===== src/rtl/wbu_codeword_serializer.sv =====
// Pops 36-bit codewords from a first-word-fall-through FIFO and streams them MSB-first
// as 6-bit symbols; a prefix length code selects 1, 2, 3 or 6 symbols per word.
module wbu_codeword_serializer #(
    parameter int unsigned BW   = 36,
    parameter int unsigned SYMW = 6
) (
    input  logic            i_clk,
    input  logic            i_reset,
    input  logic            i_fifo_empty_n,
    input  logic [BW-1:0]   i_fifo_data,
    output logic            o_fifo_rd,
    output logic            o_stb,
    output logic [SYMW-1:0] o_sym,
    input  logic            i_busy,
    output logic            o_active
);

    typedef enum logic {IDLE, SEND} state_t;

    state_t        state;
    logic [BW-1:0] sreg;
    logic [2:0]    count;

    // Symbols to emit, decoded from the three leading bits of the word.
    function automatic logic [2:0] word_len(input logic [BW-1:0] w);
        if (w[BW-1])      return 3'd6;
        else if (w[BW-2]) return 3'd3;
        else if (w[BW-3]) return 3'd2;
        else              return 3'd1;
    endfunction

    assign o_stb    = (state == SEND);
    assign o_active = o_stb;
    assign o_sym    = sreg[BW-1 -: SYMW];

    // Pop when idle, or when the last symbol of the current word is accepted.
    assign o_fifo_rd = !i_reset && i_fifo_empty_n
                       && (!o_stb || (!i_busy && count == 3'd1));

    always_ff @(posedge i_clk) begin
        if (i_reset) begin
            state <= IDLE;
            sreg  <= '0;
            count <= '0;
        end else if (o_fifo_rd) begin
            state <= SEND;
            sreg  <= i_fifo_data;
            count <= word_len(i_fifo_data);
        end else if (state == SEND && !i_busy) begin
            if (count == 3'd1) begin
                state <= IDLE;
                count <= '0;
            end else begin
                sreg  <= sreg << SYMW;
                count <= count - 3'd1;
            end
        end
    end

endmodule

===== config.mk =====
export PLATFORM = sky130hd
export DESIGN_NAME = wbu_codeword_serializer
export DESIGN_NICKNAME = d
export VERILOG_FILES = /design/src/rtl/wbu_codeword_serializer.sv
export SDC_FILE = /design/constraint.sdc
export NUM_CORES = 1
export LEC_CHECK = 0
export CORE_MARGIN = 2
export CORE_UTILIZATION = 40
export DETAILED_ROUTE_END_ITERATION = 8
export DONT_BUFFER_PORTS = 1
export SKIP_CTS_REPAIR_TIMING = 1
export SYNTH_ARGS = -nofsm -noshare
export SYNTH_HDL_FRONTEND = slang
export SYNTH_SLANG_ARGS = --single-unit
export TNS_END_PERCENT = 5

===== constraint.sdc =====
create_clock -name i_clk -period 1.95 [get_ports i_clk]
set_clock_uncertainty 0.15 [all_clocks]
set_input_delay 0 -clock i_clk [delete_from_list [all_inputs] [get_ports i_clk]]
set_output_delay 0 -clock i_clk [all_outputs]
set_load 0.02 [all_outputs]

## After elaboration in Yosys (flattened, before gate mapping)

Index checks and enable logic that the tools add are counted.

- Bits in registers: 40
- Bits of input ports: 40
- Output and inout bits: 9
- Word-level logic and storage cells: 30

- Add/subtract/negate cells: 1
- Equal/unequal tests: 2
- Muxes and demuxes: 12
- Reductions and logical operators: 12

Operators by type and width:

| kind | count |
|---|---|
| $mux 36 | 3 |
| $mux 3 | 4 |
| $logic_and 1x1->1 | 4 |
| $mux 2 | 2 |
| $reduce_and 2->1 | 2 |
| $reduce_bool 2->1 | 2 |
| $eq 3x1->1 const B | 1 |
| $logic_not 1->1 | 3 |
| $mux 1 | 3 |
| $sub 3x1->3 const B | 1 |
| $ne 2x2->1 const B | 1 |
| $logic_or 1x1->1 | 1 |

## Logic depth before layout (Yosys ltp)

- Depth after elaboration: 6
- Mapped depth: 8
- Depth with buffers taken out: 6

## Worst setup path after synthesis

OpenSTA, ideal clock, no wires.

- Kind: register to register
- From: register count[1]
- To: register count[1]
- Setup time: 0.086 ns
- Data arrival time: 1.660 ns
- Required time: 1.714 ns
- Slack: 0.053 ns
- Cell stages (with the launch flop): 7
- Buffers on the path: 0
- Period minus slack after synthesis: 1.897 ns
- Path through: dfxtp_1 > inv_1 > ha_1 > or3b_4 > a21oi_4 > o31ai_1 > a221oi_2

- Cells in the longest elaborated chain, start to end: 5
- Elaborated cells on any way between the ends: 9
- Classes of those cells: add/sub: 1; eq/ne: 1; mux: 3; reduce/logical: 4

Ends and longest elaborated chain:

| element | RTL line | RTL |
|---|---|---|
| start, declared | 22 | `logic [2:0] count;` |
| start signal, assigned | 48 | `count <= word_len(i_fifo_data);` |
| start signal, assigned | 55 | `count <= count - 3'd1;` |
| $eq 3x1->1 * | 38 | `&& (!o_stb \|\| (!i_busy && count == 3'd1));` |
| $logic_and 1x1->1 * | 38 |  |
| $logic_or 1x1->1 * | 38 |  |
| $logic_and 1x1->1 * | 38 |  |
| net o_fifo_rd | 11 | `output logic o_fifo_rd,` |
| $mux 3 or $reduce_bool 2->1 (tied branches) | -- |  |

The timed path passes the listed nets; every way through them passes the cells marked *. The select of a mux whose other input is x is not followed.
A chain may end at the register's enable or synchronous reset.

## Worst setup path after layout

- From: register count[0]
- To: register sreg[29]

- Cells in the longest elaborated chain, start to end: 6
- Elaborated cells on any way between the ends: 8
- Classes of those cells: eq/ne: 2; mux: 1; reduce/logical: 5

Ends and longest elaborated chain:

| element | RTL line | RTL |
|---|---|---|
| $eq 3x1->1 * | 38, 50 |  |
| $logic_and 1x1->1 | 38 |  |
| $logic_or 1x1->1 | 38 |  |
| $logic_and 1x1->1 | 38 |  |
| $ne 2x2->1 (no source line) or $reduce_bool 2->1 (tied branches) | -- |  |
| $reduce_and 2->1 (no source line) | -- |  |
| end signal, assigned | 47 | `sreg <= i_fifo_data;` |
| end signal, assigned | 54 | `sreg <= sreg << SYMW;` |
| end, declared | 21 | `logic [BW-1:0] sreg;` |

Mark *: on every way between the ends. The rest lies on a longest branch, timed or not.

==> summary.txt <==
Run status
  • Outcome: complete, but fails checks
  • Failing checks: negative hold slack

GRT
  • GRT Util Overall: 16.18%
  • Global-route wire length before repair: 7.762 mm
  • GRT Residual Overflow: 0
  • Vias in the first global route: 1546
  • Initial antenna violation count: 0
  • Largest net degree at the start of global routing: 44

Critical path
  • Worst EP arrival: 1.88 ns
  • Crit. End Element: register
  • Reg2Reg Setup Slack: 0.08 ns
  • WP data required: 1.97 ns
  • CP Class: reg2reg
  • Crit path cell chain: ha_4 -> or3b_4 -> o21ai_1 -> and2_4 -> clkbuf_16 -> a2111oi_4
  • CP max stage cell: or3b_4
  • CP peak stage delay: 0.41 ns
  • Critical path peak fanout: 5
  • Startpoint Class: register

Cells and area
  • Antenna cells: 0
  • Fin util: 48.08%
  • Share of layout cells above drive strength 1: between 20 and 25%
  • Synth-to-Final Area Change: 13.96%
  • Fill cells: 501
  • Nets@finish: 277

Route
  • Vias per cell: 5.418
  • Post-route antenna net violation count: 0
  • DRC Markers: 0
  • Routed WL per cell: 16.37 um
  • Post-Route WL: 5.008 mm
  • Initial DRC Count: 99
  • Routed vias: 1658
  • DR pass1 iterations: 4

Clock network
  • CTS Sinks: 40
  • Htree depth: 2
  • Clock Tree Buf Depth: 2
  • Clk Latency, worst-skew pair: 0.29 ns
  • Total CTS buffers: 5
  • Root Buffer: clkbuf_8
  • CTS tree: done
  • CTS clk-pin slew, worst paths: 0.08 ns

Placement
  • Gp weighted congestion: 0.9016
  • Input/output buffers: 0
  • Detail Placement HPWL: 3.133 mm

STA
  • Relative slew slack: 67.32%
  • Final hold vios: 40
  • Hold_ws: -0.3860 ns
  • Endpoints failing setup: 0
  • Slew Viols, Final: 0
  • Sum Neg Setup Slack: 0 ns
  • Minimum clock period: 1.866 ns
  • Worst slew pin tran: roughly 0.49 ns
  • Max Fclk: about 540 MHz
  • Period utilisation layout: 95.70%

Yosys
  • Seq/Total Area, Yosys: 36.47%
  • Distinct cells, synth: 34
  • Mapped Area: 2196 sq um
  • Synth Register Bits: 40
  • Syn. warnings: 0
  • Synthesized Nets: 282
  • Syn Area/Cell: 9.149 sq um
  • Cells after Synth: 240

Die
  • Core area: 5205 sq um
  • Die ar.: 6098 sq um
  • I/O pins: 49
  • Starting Density: 42.19%
  • DIE WIDTH: a little under 80 um
  • Overall die height: 78.09 um
  • # rows: 26

Power and ir drop
  • Pwr/cell area: 839.7 nW/um^2
  • VDD IR-drop max: between 0.0005 and 0.0006 V
  • Lkg Pwr: 0.9473 nW

Flow run
  • Max-cap viol count: 0

Hold path
  • Hold WC Path Type: in2reg
==> stage by stage <==
step | total power, mW | cell area [sq um] | cells | setup slack (ns)
floorplan | 1.342 | 2196 | 240 | 0.05344
global placement | 1.383 | 2238 | 296 | 0.08291
detailed placement | 1.388 | 2238 | 296 | 0.03038
CTS | 2.055 | 2346 | 304 | 0.01215
global route | 2.213 | 2502 | 306 | -0.01726
finish | 2.101 | 2502 | 306 | 0.08381
==> power by group <==
group	leakage, nW	total (mW)	internal, mW	switching (mW)
Clock	0.0552	0.668	0.380	0.288
Combinational	0.562	0.470	0.218	0.252
Sequential	0.330	0.963	0.897	0.0666
==> area by class of cell <==
type                       instances  area, sq um  share of cell area (%)
clock buffer                       6        72.57                   2.900
inverter                          32        120.1                   4.800
multi-input combinational        144         1220                   48.75
sequential                        40        800.8                   32.00
clock inverter                     2        35.03                   1.400
tap                               70        87.58                   3.500
timing repair buffer              12        166.4                   6.650
==> critical path: cells and delay by family (launching register included) <==
| kind | cells | cell delay, ns |
|---|---|---|
| DFF | 1 | 0.40 |
| and+or+nand+nor | 2 | 0.65 |
| buffers and inverters | 1 | 0.19 |
| adders and majority gates | 1 | 0.16 |
| AOI/OAI and AO/OA | 2 | 0.19 |
==> cell usage after synthesis, drive strengths merged <==
cell,instances,area [sq um]
ha,2,25.02
a221o,1,10.01
a31oi,1,6.260
and2,3,21.27
or2b,2,15.01
o31ai,2,15.01
clkbuf,7,26.28
nor4,1,6.260
a22oi,1,7.510
nor3b,1,7.510
nor2b,2,12.51
nand2b,2,12.51
o21ai,11,58.80
inv,32,120.1
a21boi,1,7.510
dfxtp,40,800.8
nand2,10,37.54
a211oi,1,7.510
a2111oi,29,510.5
a21oi,39,206.5
a221oi,1,15.01
buf,17,131.4
or3b,1,11.26
nor2,33,123.9
==> flip-flops by register name, indices dropped and copies added, names as in the netlist <==
signal / count
count: 3
o_active: 1
sreg: 36
==> kinds of logic (layout without fill, tap and decap cells) <==
family	count (synthesis)	in the layout	share of synthesized area, %
compound gates	87	87	38.46
buf+inv	56	52	12.65
simple gates	55	55	11.28
flops	40	40	36.47
fa+ha+maj	2	2	1.139
==> path summary, 6_finish.rpt <==
kind              cells after the start      from       end
setup / recovery                      6  count[0]  sreg[29]
hold / removal                        1   i_reset  count[1]
setup reg to reg                      6  count[0]  sreg[29]
hold reg to reg                       2   sreg[2]   sreg[2]
==> per-layer routing <==
metal | vias up | global-route usage (%) | wire, um
li1 | 823 | - | -
met1 | 782 | 23.53 | 2483
met2 | 46 | 23.19 | 2221
met3 | 7 | 4.598 | 253
met4 | 0 | 4.737 | 50
met5 | - | 0 | 0
==> cells in the final DEF (no fill, tap or decap), types with 3 or more instances in the layout <==
cell type	synthesis	layout
a21oi_1	38	38
a2111oi_2	10	13
buf_4	10	6
a2111oi_4	10	14
nor2_1	33	33
dfxtp_1	40	40
nand2_1	10	10
clkbuf_8	0	5
buf_12	1	3
inv_1	32	31
o21ai_0	9	9
Power figures use the tool's default switching activity.
